**src/rtl/serializer_pkg.sv**
```systemverilog
// Shared types and defaults for the width serializer (RMII transmit configuration).
// Optional underrun flag in width_serializer is enabled by WIDTH_SERIALIZER_UNDERRUN_EN.
package serializer_pkg;

    typedef enum logic [1:0] {
        IDLE,
        SHIFT,
        GAP
    } ser_state_t;

    localparam int RMII_IN_W  = 8;
    localparam int RMII_OUT_W = 2;

    // Gap counter must hold IFG_CYCLES-1 but never collapse to zero bits.
    function automatic int gap_cnt_w(input int ifg);
        return (ifg > 0) ? $clog2(ifg + 1) : 1;
    endfunction

endpackage

```
**src/rtl/ser_sync_fifo.sv**
```systemverilog
// Small synchronous FIFO with combinational head read; pointers carry an extra wrap bit.
// Push while full is dropped even if a pop happens on the same edge.
module ser_sync_fifo #(
    parameter int WIDTH = 9,
    parameter int DEPTH = 4
) (
    input  logic             clk,
    input  logic             rst,
    input  logic             i_push,
    input  logic             i_pop,
    input  logic [WIDTH-1:0] i_din,
    output logic [WIDTH-1:0] o_dout,
    output logic             o_full,
    output logic             o_empty
);

    localparam int AW = $clog2(DEPTH);

    logic [WIDTH-1:0] r_mem [DEPTH];
    logic [AW:0]      r_wptr;
    logic [AW:0]      r_rptr;
    logic             w_do_push;
    logic             w_do_pop;

    assign o_empty   = (r_wptr == r_rptr);
    assign o_full    = (r_wptr[AW] != r_rptr[AW]) && (r_wptr[AW-1:0] == r_rptr[AW-1:0]);
    assign w_do_push = i_push && !o_full;
    assign w_do_pop  = i_pop && !o_empty;
    assign o_dout    = r_mem[r_rptr[AW-1:0]];

    always_ff @(posedge clk or posedge rst) begin
        if (rst) begin
            r_wptr <= '0;
            r_rptr <= '0;
        end else begin
            if (w_do_push) r_wptr <= r_wptr + 1'b1;
            if (w_do_pop)  r_rptr <= r_rptr + 1'b1;
        end
    end

    always_ff @(posedge clk) begin
        if (w_do_push) r_mem[r_wptr[AW-1:0]] <= i_din;
    end

endmodule

```
**src/rtl/width_serializer.sv**
```systemverilog
// Wide-to-narrow valid/ready serializer with input FIFO, frame-last tagging and inter-frame gap.
// Define WIDTH_SERIALIZER_UNDERRUN_EN to add the sticky mid-frame underrun output.
module width_serializer
    import serializer_pkg::*;
#(
    parameter int IN_W       = RMII_IN_W,
    parameter int OUT_W      = RMII_OUT_W,
    parameter int FIFO_DEPTH = 4,
    parameter int LSB_FIRST  = 1,
    parameter int IFG_CYCLES = 0
) (
    input  logic             clk,
    input  logic             rst,
    input  logic             axiiv,
    input  logic [IN_W-1:0]  axiid,
    input  logic             axiilast,
    output logic             axiir,
    output logic             axiov,
    output logic [OUT_W-1:0] axiod,
    output logic             axiolast,
    input  logic             axior
`ifdef WIDTH_SERIALIZER_UNDERRUN_EN
    ,
    output logic             underrun
`endif
);

    localparam int RATIO = IN_W / OUT_W;
    localparam int CW    = $clog2(RATIO);
    localparam int GW    = gap_cnt_w(IFG_CYCLES);
    localparam logic [CW-1:0] LAST_SLICE = CW'(RATIO - 1);
    localparam bit HAS_GAP = (IFG_CYCLES > 0);

    ser_state_t       r_state;
    logic             r_vld;
    logic             r_last;
    logic [CW-1:0]    r_cnt;
    logic [GW-1:0]    r_gap;
    logic [IN_W-1:0]  r_sh;

    logic             w_full;
    logic             w_empty;
    logic [IN_W:0]    w_head;
    logic             w_xfer;
    logic             w_end;
    logic             w_load;
    logic [OUT_W-1:0] w_slice;

    ser_sync_fifo #(
        .WIDTH (IN_W + 1),
        .DEPTH (FIFO_DEPTH)
    ) u_fifo (
        .clk     (clk),
        .rst     (rst),
        .i_push  (axiiv),
        .i_pop   (w_load),
        .i_din   ({axiilast, axiid}),
        .o_dout  (w_head),
        .o_full  (w_full),
        .o_empty (w_empty)
    );

    assign axiir    = !w_full;
    assign w_xfer   = r_vld && axior;
    assign w_end    = w_xfer && (r_cnt == LAST_SLICE);
    assign w_slice  = (LSB_FIRST != 0) ? r_sh[OUT_W-1:0] : r_sh[IN_W-1 -: OUT_W];
    assign axiov    = r_vld;
    assign axiod    = r_vld ? w_slice : '0;
    assign axiolast = r_vld && r_last && (r_cnt == LAST_SLICE);

    // The gap's final cycle loads directly so a waiting word sees exactly IFG_CYCLES idle cycles.
    always_comb begin
        w_load = 1'b0;
        case (r_state)
            IDLE:    w_load = !w_empty;
            SHIFT:   w_load = w_end && !(r_last && HAS_GAP) && !w_empty;
            GAP:     w_load = (r_gap == '0) && !w_empty;
            default: w_load = 1'b0;
        endcase
    end

    always_ff @(posedge clk) begin
        if (w_load)
            r_sh <= w_head[IN_W-1:0];
        else if (w_xfer)
            r_sh <= (LSB_FIRST != 0) ? (r_sh >> OUT_W) : (r_sh << OUT_W);
    end

    always_ff @(posedge clk or posedge rst) begin
        if (rst) begin
            r_state <= IDLE;
            r_vld   <= 1'b0;
            r_last  <= 1'b0;
            r_cnt   <= '0;
            r_gap   <= '0;
        end else begin
            case (r_state)
                IDLE: begin
                    if (w_load) begin
                        r_state <= SHIFT;
                        r_vld   <= 1'b1;
                        r_last  <= w_head[IN_W];
                        r_cnt   <= '0;
                    end
                end
                SHIFT: begin
                    if (w_xfer) begin
                        if (r_cnt == LAST_SLICE) begin
                            if (w_load) begin
                                r_last <= w_head[IN_W];
                                r_cnt  <= '0;
                            end else if (r_last && HAS_GAP) begin
                                r_state <= GAP;
                                r_vld   <= 1'b0;
                                r_gap   <= GW'(IFG_CYCLES - 1);
                            end else begin
                                r_state <= IDLE;
                                r_vld   <= 1'b0;
                            end
                        end else begin
                            r_cnt <= r_cnt + CW'(1);
                        end
                    end
                end
                GAP: begin
                    if (r_gap == '0) begin
                        if (w_load) begin
                            r_state <= SHIFT;
                            r_vld   <= 1'b1;
                            r_last  <= w_head[IN_W];
                            r_cnt   <= '0;
                        end else begin
                            r_state <= IDLE;
                        end
                    end else begin
                        r_gap <= r_gap - GW'(1);
                    end
                end
                default: r_state <= IDLE;
            endcase
        end
    end

`ifdef WIDTH_SERIALIZER_UNDERRUN_EN
    logic r_underrun;

    always_ff @(posedge clk or posedge rst) begin
        if (rst)
            r_underrun <= 1'b0;
        else if (w_end && !r_last && w_empty)
            r_underrun <= 1'b1;
    end

    assign underrun = r_underrun;
`endif

endmodule

```
**config.mk**
```make
export PLATFORM = sky130hd
export DESIGN_NAME = width_serializer
export DESIGN_NICKNAME = d
export VERILOG_FILES = /design/src/rtl/serializer_pkg.sv /design/src/rtl/ser_sync_fifo.sv /design/src/rtl/width_serializer.sv
export SDC_FILE = /design/constraint.sdc
export NUM_CORES = 1
export LEC_CHECK = 0
export ABC_AREA = 1
export CAP_MARGIN = 20
export CORE_MARGIN = 2
export CORE_UTILIZATION = 36
export CTS_CLUSTER_DIAMETER = 200
export DETAILED_ROUTE_END_ITERATION = 8
export GPL_ROUTABILITY_DRIVEN = 0
export GPL_TIMING_DRIVEN = 0
export PLACE_DENSITY_LB_ADDON = 0.08
export SLEW_MARGIN = 20
export SYNTH_ARGS = -nofsm -noshare
export SYNTH_HDL_FRONTEND = slang
export SYNTH_SLANG_ARGS = --single-unit
```
**constraint.sdc**
```tcl
create_clock -name clk -period 5.2 [get_ports clk]
set_clock_uncertainty 0.05 [all_clocks]
set_input_delay 1.04 -clock clk [delete_from_list [all_inputs] [get_ports clk]]
set_output_delay 1.04 -clock clk [all_outputs]
set_load 0.05 [all_outputs]
```
== Yosys cells after proc, flatten, opt, wreduce, memory -nomap -nowiden ==
Memories as Yosys holds them, arrays and structs flattened.
Cells that the tools add are included.

* Memories kept: 1
* Output and inout bits: 5
* Bits in writable memories: 36
* Bits of input ports: 13
* Bits in registers: 21
* Word-level logic and storage cells: 73

* Bitwise gates (word level): 1
* Reduce and logical (&&, ||, !) cells: 18
* $add $sub $neg: 4
* Equality and inequality tests: 11
* Muxes and demuxes: 30

{| class="wikitable"
|+ Memory list
! memory !! words !! width !! read ports !! clocked after Yosys merged registers in !! write ports !! line !! source
|-
| u_fifo.r_mem || 4 || 9 || 1 || 0 || 1 || ser_sync_fifo.sv:19 || <nowiki>logic [WIDTH-1:0] r_mem [DEPTH];</nowiki>
|}

{| class="wikitable"
|+ Operators with widths
! cell !! number
|-
| 2-to-1 mux 2 bit || 10
|-
| 2-to-1 mux 8 bit || 2
|-
| 2-to-1 mux 1 bit || 13
|-
| case mux 2 bit (3 select lines) || 2
|-
| AND reduction 5 bit || 2
|-
| logical AND 1 bit || 9
|-
| case mux 1 bit (3 select lines) || 3
|-
| != test 2 bit (second input constant) || 4
|-
| adder 3 x 1 -> 3 bit (second input constant) || 2
|-
| == test 2 bit (second input constant) || 2
|-
| AND reduction 4 bit || 1
|-
| == test 3 bit || 1
|-
| AND reduction 3 bit || 1
|-
| nonzero test 3 bit || 1
|-
| adder 2 x 1 -> 2 bit (second input constant) || 1
|-
| == test 2 x 1 -> 1 bit (second input constant) || 1
|-
| == test 2 bit || 1
|-
| zero test 1 bit || 2
|-
| zero test 2 bit || 1
|-
| != test 2 x 1 -> 1 bit (second input constant) || 1
|-
| nonzero test 2 bit || 1
|-
| != test 1 bit || 1
|-
| inverter 1 bit || 1
|-
| subtractor 1 bit (second input constant) || 1
|}

== Logic depth before layout (Yosys ltp) ==
* Depth in word-level cells: 8
* Depth in mapped cells: 8
* Depth with buffers taken out: 7

== By module ==
Synthesis repeated with hierarchy kept, for this count alone.

* Cells, all modules: 224
* Area, all modules: 2436.1 µm²

{| class="wikitable"
|+ By module, submodules not included
! module !! area each (µm²) !! cells an instance !! instances !! sequential area each (µm²)
|-
| ser_sync_fifo || 1771.7 || 148 || 1 || 1231.2
|-
| width_serializer || 664.4 || 76 || 1 || 365.4
|}

== Least setup slack after synthesis ==
OpenSTA, ideal clock, no wires.

* Kind: reg-to-output
* From: reg r_vld (netlist: axiov)
* To: out axiolast
* Data required time: 4.110 ns
* Buffers on the path: 0
* Slack: 2.657 ns
* Cell stages (with the launch flop): 3
* Data arrival time: 1.453 ns
* Cell sequence: dfrtp_1 > nand2_1 > nor2_1

* Cells in the longest elaborated chain, start to end: 2

{| class="wikitable"
|+ Ends and longest elaborated chain
! item !! line !! source
|-
| start, declared || width_serializer.sv:35 || <nowiki>logic r_vld;</nowiki>
|-
| start signal, assigned || width_serializer.sv:92 || <nowiki>r_vld <= 1'b0;</nowiki>
|-
| start signal, assigned || width_serializer.sv:101 || <nowiki>r_vld <= 1'b1;</nowiki>
|-
| start signal, assigned || width_serializer.sv:114 || <nowiki>r_vld <= 1'b0;</nowiki>
|-
| logical AND 1 bit (2 in series) || width_serializer.sv:69 || <nowiki>assign axiolast = r_vld && r_last && (r_cnt == LAST_SLICE);</nowiki>
|-
| end, declared || width_serializer.sv:20 || <nowiki>output logic axiolast,</nowiki>
|}

Every way passes these cells.

== Worst setup path in the final report ==
* From: reg u_fifo.r_wptr[1]
* To: out axiir

* Cells in the longest elaborated chain, start to end: 3

{| class="wikitable"
|+ Ends and longest elaborated chain
! item !! line !! source
|-
| start, declared || ser_sync_fifo.sv:20 || <nowiki>logic [AW:0] r_wptr;</nowiki>
|-
| start signal, assigned || ser_sync_fifo.sv:36 || <nowiki>if (w_do_push) r_wptr <= r_wptr + 1'b1;</nowiki>
|-
| == test 2 bit || ser_sync_fifo.sv:26 || <nowiki>assign o_full = (r_wptr[AW] != r_rptr[AW]) && (r_wptr[AW-1:0] == r_rptr[AW-1:0]);</nowiki>
|-
| logical AND 1 bit || ser_sync_fifo.sv:26 ||
|-
| zero test 1 bit || width_serializer.sv:63 || <nowiki>assign axiir = !w_full;</nowiki>
|-
| end, declared || width_serializer.sv:17 || <nowiki>output logic axiir,</nowiki>
|}

Every way passes these cells.

==> impl_metrics.csv <==
group,metric,value,unit
outcome,status,"complete, no violations",
worst_setup_path,timing.rr.end,"u_fifo.r_mem[3][2]$_DFFE_PP_",
global_route,grt_max_degree,18,
cells_and_area,stdcell_count,370,
worst_setup_path,crit_path_start_kind,"register",
cells_and_area,nNetsFinal,292,
global_route,antenna_found_initial,0,
worst_setup_path,cp_max_fo,6,
clock_network,cts.sinks,55,
clock_network,holdBufCountCts,0,
cells_and_area,insertedDiodeCount,0,
worst_setup_path,arrival,2.04,ns
yosys,syn_avg_cell_area,10.12,µm²
routing,vias_per_cell,4.314,
yosys,ys_ff_latch,55,
floorplanning,floorplan.initialDensity,37.09,%
yosys,synth_edf_count,44,
clock_network,numCtsBuffers,5,
timing,fin_crit,3.134,ns
timing,tightest_slew,0.9460,ns
place,dpl.cell_count,362,
place,dp_hpwl,3189,µm
clock_network,postCtsSetupBuffers,0,
routing,wl_per_cell,12.73,µm
cells_and_area,regArea,0.001597,mm²
timing,setup_tns,0,ns
worst_hold_path,hold_class,"register to register",
flow_run,drv_cap,0,
global_route,grt_pass1_wl,7672,µm
floorplanning,core-area,0.006794,mm²
clock_network,clk_pin_slew,0.09,ns
routing,ant_nets,0,
timing,max_slew_margin,36.70,%
worst_setup_path,rrSetupSlack,3.00,ns
worst_setup_path,worstRegToRegCells,6,
clock_network,clk_path_buf_depth,2,
timing,max_freq,0.3191,GHz
clock_network,cts-root-buf,"clkbuf_8",
pwr,ir_drop,0.2115,mV
yosys,yosysWarnings,0,
yosys,synth.top_cells.by_area,"edfxtp_1, nand2_1, dfrtp_1",
yosys,syn_inst,249,
worst_setup_path,end_kind,"primary output",
worst_hold_path,holdPathEnd,"r_last$_DFFE_PP0P_",
yosys,async_reset_ff_share,20.00,%
floorplanning,chipHeight,87.67,µm
timing,final.period_utilization,60.26,%
yosys,ys_top_cells_by_count,"nand2_1, edfxtp_1, nor2_1, inv_1, nand3_1",
timing,hold_viol_final,0,
worst_setup_path,r2r_start,"u_fifo.r_wptr[1]$_DFFE_PP0P_",
cells_and_area,drive_gt1_share,9.489,%
worst_hold_path,min_from,"r_last$_DFFE_PP0P_",
routing,drc,0,
routing,num_vias,1596,
floorplanning,die-width,87.67,µm
place,portBuffers,17,
timing,slew_violations,0,
cells_and_area,syn_to_final_growth,15.94,%
routing,routed_wl,4711,µm
global_route,grt_pass1_vias,1455,
yosys,yosysTopAreaCellShare,52.43,%
clock_network,cts_tree,"built",
floorplanning,row_count,30,
yosys,ys_types,24,
yosys,synth_ff_type,"edfxtp_1",
pwr,power_leakage,0.001254,µW
clock_network,ctsResizeCount,0,
worst_setup_path,worstSetupPathType,"register to primary output",
yosys,yosysSeqAreaShare,63.36,%
routing,dr.pass1.iters,6,
place,place_ws,2.202,ns
clock_network,worstSkewPairLatency,0.31,ns
yosys,netlist_area,0.002520,mm²
clock_network,htree_levels,2,
global_route,gr-total-overflow,0,
floorplanning,pin_count,18,
timing,setup_viol,0,
yosys,synthesis.nets,268,
global_route,grt_use_total,13.52,%
yosys,synth_top_area_cell,"edfxtp_1",
cells_and_area,fillerInstances,664,
pwr,powerDensity,563.9,mW/mm²
yosys,yosysMostFrequentCell,"nand2_1",
cells_and_area,multiInputGateArea,778.2,µm²
timing,rsz0062_at_grt,"no",
worst_hold_path,hold_depth,2,
worst_setup_path,worstPathRequired,4.11,ns
timing,setup_slack,2.066,ns
routing,drtIter0Drc,59,
floorplanning,die_area,0.007685,mm²
-- per-stage QoR --
stage | hold slack [ns] | total power [µW] | util (%) | area, µm²
6_report | 0.4463 | 1648 | 43.00 | 2922
3_5_place_dp | 0.4201 | 1381 | 41.36 | 2810
3_3_place_gp | 0.4217 | 1377 | 41.36 | 2810
5_1_grt | 0.4567 | 1784 | 43.00 | 2922
2_1_floorplan | 0.3994 | 1187 | - | 2520
4_1_cts | 0.4454 | 1670 | 43.00 | 2922
-- logic make-up (layout without fill, tap and decap cells) --
group           count (synthesis)  count (layout)  share of synthesized area [%]
buf+inv                        31              56                          5.760
simple gates                  139             139                          23.04
fa+ha+maj                       6               6                          2.979
xor+xnor                        3               3                          1.043
compound gates                 15              15                          3.824
flops                          55              55                          63.36
-- power breakdown --
part	total (µW)	switching, µW	leakage, µW	internal (µW)
clock network	288	142	0.0000558	146
logic	671	447	0.000658	225
registers	689	62.9	0.000540	626
-- worst max-delay path by stage --
stage,slack (ns),from,cells after the start,end
2_1_floorplan,2.66,axiov$_DFFE_PP0P_,2,axiolast
3_3_place_gp,2.19,axiiv,3,u_fifo.r_mem[3][4]$_DFFE_PP_
3_5_place_dp,2.20,axiiv,3,u_fifo.r_mem[3][4]$_DFFE_PP_
4_1_cts,2.04,u_fifo.r_wptr[1]$_DFFE_PP0P_,5,axiir
5_1_grt,1.92,u_fifo.r_wptr[1]$_DFFE_PP0P_,5,axiir
6_report,2.07,u_fifo.r_wptr[1]$_DFFE_PP0P_,5,axiir
-- cells in the final DEF (no fill, tap or decap), drive strengths merged --
cell type | synthesis | routed
nand2 | 96 | 96
edfxtp | 44 | 44
nor2 | 25 | 25
inv | 22 | 23
clkdlybuf4s50 | 0 | 17
nand3 | 16 | 16
o21ai | 12 | 12
dfrtp | 11 | 11
buf | 8 | 8
clkbuf | 1 | 7
ha | 6 | 6
xor2 | 2 | 2
a21oi | 2 | 2
nor3 | 1 | 1
or2 | 1 | 1
xnor2 | 1 | 1
o21bai | 1 | 1
bufinv | 0 | 1
-- state kept, by name, indices dropped and copies added (netlist names) --
signal / count
u_fifo.r_mem: 36
r_cnt: 2
u_fifo.r_wptr: 3
u_fifo.r_rptr: 3
r_state: 1
axiov: 1
r_sh: 8
r_last: 1
-- cell type report --
class	count	area share (%)
flip-flops and latches	55	54.65
clock inverters	2	1.328
multi-input cells	163	26.64
plain buffers	9	2.141
well taps	96	4.111
repair buffers	17	5.824
clock buffers	6	2.484
inverters	22	2.827
-- worst max-delay path, cell delays in order, from the launching register on --
cell and delay (ns):
dfrtp_1 0.46, inv_1 0.12, nand2_1 0.08, nand2_1 0.10, nand3_2 0.15, clkdlybuf4s50_1 0.82
-- routing by layer --
layer / vias to the layer above / track usage [%] / share of wire, %
li1: 848 / - / -
met2: 18 / 20.80 / 45
met5: - / 0 / 0
met1: 725 / 19.11 / 51
met4: 0 / 4.196 / 1.4
met3: 5 / 3.110 / 2.4
(Power assumes the default switching activity.)
